==> config.mk <==
export PLATFORM = sky130hd
export DESIGN_NAME = psum_accum_ctrl_flat
export DESIGN_NICKNAME = d
export VERILOG_FILES = /design/src/rtl/psum_accum_ctrl_if.sv /design/src/rtl/psum_accum_ctrl.sv /design/src/flat_wrapper.sv
export SDC_FILE = /design/constraint.sdc
export NUM_CORES = 1
export LEC_CHECK = 0
export BUFFER_PORTS_ARGS = -buffer_cell sky130_fd_sc_hd__buf_4
export CAP_MARGIN = 20
export CORE_MARGIN = 8
export CORE_UTILIZATION = 50
export DETAILED_ROUTE_END_ITERATION = 12
export HOLD_SLACK_MARGIN = 0.15
export PLACE_DENSITY = 0.73
export SYNTH_ARGS = -nofsm -noshare
export SYNTH_HDL_FRONTEND = slang
export SYNTH_SLANG_ARGS = --single-unit
==> constraint.sdc <==
create_clock -name clk -period 4.9 [get_ports clk]
set_clock_uncertainty 0.05 [all_clocks]
set_input_delay 0.245 -clock clk [delete_from_list [all_inputs] [get_ports clk]]
set_output_delay 0.245 -clock clk [all_outputs]
set_load 0.05 [all_outputs]
==> src/rtl/psum_accum_ctrl_if.sv <==
// Beat/result handshake bundle between the adder tree, psum_accum_ctrl and the activation buffer.
// slave is the controller's view; master is the environment's view.
interface psum_accum_ctrl_if #(
   parameter int LANES = 8,
   parameter int IN_W  = 18,
   parameter int OUT_W = 4
);

   logic                     in_valid;
   logic                     in_ready;
   logic [LANES*IN_W-1:0]    in_data;
   logic                     out_valid;
   logic                     out_ready;
   logic [LANES*OUT_W-1:0]   out_data;

   modport master (
      output in_valid,
      output in_data,
      output out_ready,
      input  in_ready,
      input  out_valid,
      input  out_data
   );

   modport slave (
      input  in_valid,
      input  in_data,
      input  out_ready,
      output in_ready,
      output out_valid,
      output out_data
   );

endinterface

==> src/rtl/psum_accum_ctrl.sv <==
// Partial-sum accumulator/requantizer behind the adder tree: sums num_pass beats per lane, then shifts and saturates.
// Optional macro PSUM_ACC_ROUND_EN selects round-half-up before the shift (default: truncate).
module psum_accum_ctrl #(
   parameter int LANES = 8,
   parameter int IN_W  = 18,
   parameter int ACC_W = 24,
   parameter int OUT_W = 4,
   parameter int CNT_W = 8
) (
   input  logic               clk,
   input  logic               rst_n,
   input  logic               start,
   input  logic [CNT_W-1:0]   num_pass,
   input  logic [4:0]         shift,
   psum_accum_ctrl_if.slave   bus,
   output logic               busy
);

   typedef enum logic [1:0] {
      IDLE   = 2'd0,
      ACCUM  = 2'd1,
      OUTPUT = 2'd2
   } state_t;

   localparam logic [ACC_W-1:0] OUT_MAX = ACC_W'((1 << OUT_W) - 1);

   state_t                  state;
   state_t                  state_nxt;

   logic [ACC_W-1:0]        acc       [LANES];
   logic [ACC_W:0]          acc_wide  [LANES];
   logic [ACC_W-1:0]        acc_sum   [LANES];
   logic [CNT_W-1:0]        cnt;
   logic [CNT_W-1:0]        num_pass_q;
   logic [4:0]              shift_q;
   logic [LANES*OUT_W-1:0]  out_data_q;
   logic [LANES*OUT_W-1:0]  quant_data;
   logic                    in_ready_q;
   logic                    out_valid_q;
   logic                    busy_q;
   logic                    beat_acc;
   logic                    last_beat;
   logic                    job_start;

   // Right shift then clamp to OUT_W bits; shifts of ACC_W or more always give zero.
   function automatic logic [OUT_W-1:0] quantize(input logic [ACC_W-1:0] a,
                                                 input logic [4:0]       sh);
      logic [ACC_W-1:0] pre;
      logic [ACC_W-1:0] q_wide;
`ifdef PSUM_ACC_ROUND_EN
      logic [ACC_W:0]   rnd;
`endif
      pre = a;
`ifdef PSUM_ACC_ROUND_EN
      rnd = {1'b0, a} + ((ACC_W+1)'(1) << (sh - 5'd1));
      if ((sh != 5'd0) && (32'(sh) < ACC_W)) begin
         pre = rnd[ACC_W] ? '1 : rnd[ACC_W-1:0];
      end
`endif
      if (32'(sh) >= ACC_W) begin
         q_wide = '0;
      end else begin
         q_wide = pre >> sh;
      end
      if (q_wide > OUT_MAX) begin
         return '1;
      end
      return q_wide[OUT_W-1:0];
   endfunction

   assign job_start = (state == IDLE) && start;
   assign beat_acc  = in_ready_q && bus.in_valid;
   assign last_beat = (cnt == (num_pass_q - CNT_W'(1)));

   // Per-lane saturating add of the incoming beat; the carry out flags overflow.
   always_comb begin
      for (int l = 0; l < LANES; l++) begin
         acc_wide[l] = {1'b0, acc[l]} + (ACC_W+1)'(bus.in_data[IN_W*l +: IN_W]);
         acc_sum[l]  = acc_wide[l][ACC_W] ? '1 : acc_wide[l][ACC_W-1:0];
      end
   end

   always_comb begin
      quant_data = '0;
      for (int l = 0; l < LANES; l++) begin
         quant_data[OUT_W*l +: OUT_W] = quantize(acc_sum[l], shift_q);
      end
   end

   always_comb begin
      state_nxt = state;
      case (state)
         IDLE: begin
            if (start) begin
               state_nxt = ACCUM;
            end
         end
         ACCUM: begin
            if (beat_acc && last_beat) begin
               state_nxt = OUTPUT;
            end
         end
         OUTPUT: begin
            if (out_valid_q && bus.out_ready) begin
               state_nxt = IDLE;
            end
         end
         default: begin
            state_nxt = IDLE;
         end
      endcase
   end

   // Handshake flags are decoded from the next state so they line up with the state register.
   always_ff @(posedge clk or negedge rst_n) begin
      if (!rst_n) begin
         state       <= IDLE;
         in_ready_q  <= 1'b0;
         out_valid_q <= 1'b0;
         busy_q      <= 1'b0;
      end else begin
         state       <= state_nxt;
         in_ready_q  <= (state_nxt == ACCUM);
         out_valid_q <= (state_nxt == OUTPUT);
         busy_q      <= (state_nxt != IDLE);
      end
   end

   // The result is captured from the same saturated sums that absorb the final beat.
   always_ff @(posedge clk or negedge rst_n) begin
      if (!rst_n) begin
         cnt        <= '0;
         num_pass_q <= '0;
         shift_q    <= '0;
         out_data_q <= '0;
         for (int l = 0; l < LANES; l++) begin
            acc[l] <= '0;
         end
      end else if (job_start) begin
         num_pass_q <= (num_pass == '0) ? CNT_W'(1) : num_pass;
         shift_q    <= shift;
         cnt        <= '0;
         for (int l = 0; l < LANES; l++) begin
            acc[l] <= '0;
         end
      end else if (beat_acc) begin
         cnt <= cnt + CNT_W'(1);
         for (int l = 0; l < LANES; l++) begin
            acc[l] <= acc_sum[l];
         end
         if (last_beat) begin
            out_data_q <= quant_data;
         end
      end
   end

   assign bus.in_ready  = in_ready_q;
   assign bus.out_valid = out_valid_q;
   assign bus.out_data  = out_data_q;
   assign busy          = busy_q;

endmodule

==> src/flat_wrapper.sv <==
// flat-port wrapper written by rule: the top's interface ports become plain ports
module psum_accum_ctrl_flat 
#(
   parameter int LANES = 8,
   parameter int IN_W  = 18,
   parameter int ACC_W = 24,
   parameter int OUT_W = 4,
   parameter int CNT_W = 8
)
  (clk, rst_n, start, num_pass, shift, busy, bus_in_valid, bus_in_data, bus_out_ready, bus_in_ready, bus_out_valid, bus_out_data);
  psum_accum_ctrl_if #(.LANES(LANES), .IN_W(IN_W), .OUT_W(OUT_W)) bus_i ();
  input  logic clk;
  input  logic rst_n;
  input  logic start;
  input  logic [CNT_W-1:0] num_pass;
  input  logic [4:0] shift;
  output logic busy;
  input wire logic [$bits(bus_i.in_valid)-1:0] bus_in_valid;
  input wire logic [$bits(bus_i.in_data)-1:0] bus_in_data;
  input wire logic [$bits(bus_i.out_ready)-1:0] bus_out_ready;
  output wire logic [$bits(bus_i.in_ready)-1:0] bus_in_ready;
  output wire logic [$bits(bus_i.out_valid)-1:0] bus_out_valid;
  output wire logic [$bits(bus_i.out_data)-1:0] bus_out_data;
  assign bus_i.in_valid = bus_in_valid;
  assign bus_i.in_data = bus_in_data;
  assign bus_i.out_ready = bus_out_ready;
  assign bus_in_ready = bus_i.in_ready;
  assign bus_out_valid = bus_i.out_valid;
  assign bus_out_data = bus_i.out_data;
  psum_accum_ctrl #(.LANES(LANES), .IN_W(IN_W), .ACC_W(ACC_W), .OUT_W(OUT_W), .CNT_W(CNT_W)) u_core (.clk(clk), .rst_n(rst_n), .start(start), .num_pass(num_pass), .shift(shift), .bus(bus_i), .busy(busy));
endmodule
==> out/qor.json <==
{
  "grt": {
    "grt_use_total": 0.304,
    "grt_pass1_vias": 30400,
    "global_route_wire_length_before_repair_um": 169000,
    "grt_max_degree": 131,
    "grt_remaining_overflow": 0,
    "initial_antenna_violation_count": 0
  },
  "die": {
    "number_of_placement_rows": 88,
    "floorplan.die_area_mm2": 0.0667,
    "floorplan.initialDensity": 0.507,
    "die_y_um": 258,
    "core-area_mm2": 0.0578,
    "chipWidth_um": 258,
    "num_io_pins": 197
  },
  "run_status": {
    "status": "finished clean"
  },
  "finish": {
    "drive_gt1_frac": 0.124,
    "multi_input_comb_area_mm2": 0.0217,
    "layout.nets": 4245,
    "fill_cells": 5518,
    "regArea_mm2": 0.00627,
    "area_delta_synth_final_pct": 11.2,
    "n_antenna_cell": 0
  },
  "clocking": {
    "number_of_buffers_inserted_by_post_cts_setup_repair": 0,
    "cts.path.max_buffers": 3,
    "hold_buffer_count_at_cts": 25,
    "clock_latency_ps": 580,
    "ctsResizeCount": 0,
    "clk_pin_slew_ps": 60,
    "clock-root-buffer": "sky130_fd_sc_hd__clkbuf_16",
    "clock_sinks": 250,
    "cts-buffers-inserted": 35,
    "h-tree-depth": 2,
    "clock_tree_from_tritoncts": "yes"
  },
  "timing": {
    "timing.slew.headroom": 0.202,
    "timing.final.crit_period_ps": 4390,
    "worst_slew_pin_slew_ps": 1190,
    "max_freq_ghz": 0.228,
    "totalNegativeSetupSlack_ps": 0,
    "slew_violations": 0,
    "timing.final.hold_violations": 0,
    "setup_viol_count_final": 0,
    "final_min_period_over_clock_period": 0.897,
    "setup_repair_after_global_routing_missed_its_margin": "false"
  },
  "worst_hold_path": {
    "worst_hold_path.num_cells": 4,
    "worst_hold_path.endpoint": "u_core.acc[97]$_DFFE_PN0P_",
    "hold_wc_path_type": "input pin to register",
    "hold_path.startpoint": "bus_in_data[55]"
  },
  "worst_setup_path": {
    "timing.rr.end": "u_core.bus.out_data[1]$_DFFE_PN0P_",
    "path_max_fanout": 6,
    "crit_arrival_ps": 4770,
    "startpoint_type": "register",
    "timing.reg2reg.worst_path_depth": 13,
    "worst_r2r_startpoint": "u_core.acc[168]$_DFFE_PN0P_",
    "regToRegSetupSlack_ps": 510,
    "timing.critical_path.to_type": "register",
    "timing.setup.critical_path_class": "register to register",
    "worstPathRequired_ps": 5280
  },
  "synthesis": {
    "synth_area_per_cell_um2": 7.51,
    "netlist-cell-type-count": 112,
    "synth_fp_nets": 4222,
    "ys_warnings": 0,
    "ys_seq_elements": 250,
    "post_synth_instance_area_mm2": 0.0293,
    "ys_async_sr_fraction": 1.00,
    "synth-seq-area-share": 0.213,
    "synth_cells": 3906,
    "synth_flop_cell": "sky130_fd_sc_hd__dfrtp_1",
    "synth-edff-count": 0
  },
  "routing": {
    "drt-initial-drc-count": 3621,
    "detail-route-antenna-nets": 0,
    "totalWireLength_um": 106000,
    "avgRoutedWirePerCell_um": 22.6,
    "vias": 32400,
    "drt_first_pass_iters": 8,
    "drt_drc_violations_left": 0,
    "via_per_inst": 6.87
  },
  "run": {
    "cap_viol_max_count": 0
  },
  "place": {
    "hpwl_um": 76900,
    "place.gp.congestion": 0.990,
    "port-buffer-count": 196
  }
}
## Yosys cell counts, types with 22 or more instances
cell type                   number  share of area
sky130_fd_sc_hd__o22ai_1        37         0.0079
sky130_fd_sc_hd__mux2i_1        66          0.023
sky130_fd_sc_hd__nand2_1       345          0.044
sky130_fd_sc_hd__dfrtp_1       250           0.21
sky130_fd_sc_hd__o211ai_1       68          0.017
sky130_fd_sc_hd__a311oi_1       34          0.010
sky130_fd_sc_hd__and2_1         44         0.0094
sky130_fd_sc_hd__o21a_1         30         0.0077
sky130_fd_sc_hd__xnor2_1        88          0.026
sky130_fd_sc_hd__ha_1          146          0.062
sky130_fd_sc_hd__mux4_2         22          0.017
sky130_fd_sc_hd__o21ai_0       307          0.052
sky130_fd_sc_hd__nor2_1        411          0.053
sky130_fd_sc_hd__nand3_1       113          0.019
sky130_fd_sc_hd__a21o_1         79          0.020
sky130_fd_sc_hd__nor3_1        130          0.022
sky130_fd_sc_hd__nand4_1        47          0.010
sky130_fd_sc_hd__and3_1         46         0.0098
sky130_fd_sc_hd__a31oi_1       117          0.025
sky130_fd_sc_hd__inv_1          55         0.0070
sky130_fd_sc_hd__clkbuf_1      238          0.030
sky130_fd_sc_hd__a2111oi_0      31         0.0093
sky130_fd_sc_hd__or3_1          22         0.0047
sky130_fd_sc_hd__nor4_1         26         0.0055
sky130_fd_sc_hd__xor2_1         73          0.022
sky130_fd_sc_hd__mux2_2         24         0.0092
sky130_fd_sc_hd__a211oi_1      108          0.028
sky130_fd_sc_hd__o2111ai_1      22         0.0066
sky130_fd_sc_hd__a21oi_1       344          0.059
sky130_fd_sc_hd__buf_2          29         0.0049
sky130_fd_sc_hd__buf_1          37         0.0047
sky130_fd_sc_hd__nand2b_1       25         0.0053
sky130_fd_sc_hd__o221ai_1       28         0.0084
## worst max-delay path, stage by stage (launching register included)
cell and delay (ps):
sky130_fd_sc_hd__dfrtp_1 370, sky130_fd_sc_hd__ha_1 210, sky130_fd_sc_hd__fa_1 420, sky130_fd_sc_hd__a21oi_1 260, sky130_fd_sc_hd__o211ai_1 290, sky130_fd_sc_hd__a211o_1 420
sky130_fd_sc_hd__a2111oi_2 400, sky130_fd_sc_hd__nor3_1 200, sky130_fd_sc_hd__nand2_1 140, sky130_fd_sc_hd__o221ai_1 170, sky130_fd_sc_hd__o41ai_1 520, sky130_fd_sc_hd__o221ai_1 230
sky130_fd_sc_hd__o31ai_1 460, sky130_fd_sc_hd__a21oi_1 130
## placed cells by master, fill, tap and decap left out, drive strengths merged, types with 69 or more instances in the layout
cell and count:
dfrtp 250, a31oi 120, nor3 134, nand3 113
o21ai 327, a21oi 360, buf 267, nor2 411
o211ai 69, nand2 345, ha 146, xor2 73
a211oi 113, xnor2 89, a21o 79
## routing by layer
metal  track usage  wire [um]  share of wire
met1         0.420      45500           0.43
met2         0.477      47500           0.45
met3        0.0490       9700          0.091
met4         0.112       3750          0.035
met5             0          0              0
## worst max path at each step
stage                                      from                                  end  cells after the start
floorplan            u_core.acc[72]$_DFFE_PN0P_  u_core.bus.out_data[17]$_DFFE_PN0P_                     13
global placement                bus_in_data[54]  u_core.bus.out_data[15]$_DFFE_PN0P_                     13
detailed placement               bus_in_data[0]   u_core.bus.out_data[1]$_DFFE_PN0P_                     14
CTS                 u_core.acc[168]$_DFFE_PN0P_   u_core.bus.out_data[1]$_DFFE_PN0P_                     13
global route        u_core.acc[120]$_DFFE_PN0P_   u_core.bus.out_data[8]$_DFFE_PN0P_                     13
finish              u_core.acc[168]$_DFFE_PN0P_   u_core.bus.out_data[1]$_DFFE_PN0P_                     13
## flip-flops by register name, indices dropped and copies added (netlist names)
name,count
u_core.acc,192
u_core.bus.in_ready,1
u_core.bus.out_data,32
u_core.bus.out_valid,1
u_core.busy,1
u_core.cnt,8
u_core.num_pass_q,8
u_core.shift_q,5
u_core.state,2
## stage by stage
| step | cells | hold WS, ps | utilization | setup slack [ps] | cell area [um2] |
|---|---|---|---|---|---|
| 2_1_floorplan | 3906 | -101 | - | 1140 | 29300 |
| 3_3_place_gp | 4631 | 314 | 0.539 | 661 | 31200 |
| 3_5_place_dp | 4631 | 318 | 0.539 | 596 | 31200 |
| 4_1_cts | 4717 | 167 | 0.564 | 575 | 32600 |
| 5_1_grt | 4718 | 224 | 0.564 | 175 | 32600 |
| 6_report | 4718 | 175 | 0.564 | 506 | 32600 |
## layout make-up
cell class / count / area share
flip-flops and latches: 250 / 0.192
inverters: 57 / 0.00679
multi-input cells: 3293 / 0.665
well taps: 765 / 0.0293
clock inverters: 15 / 0.00602
clock buffers: 46 / 0.0303
repair buffers: 292 / 0.0702
## logic make-up after synthesis
family	count (synthesis)	synth area share
xor+xnor	162	0.0486
compound gates	1550	0.362
buf+inv	363	0.0480
mux	112	0.0486
flops	250	0.213
simple gates	1315	0.212
fa+ha+maj	154	0.0677
Power is left out: the tool's default activity adds up to more than one toggle a clock period on the data nets, which glitch-free logic cannot reach.
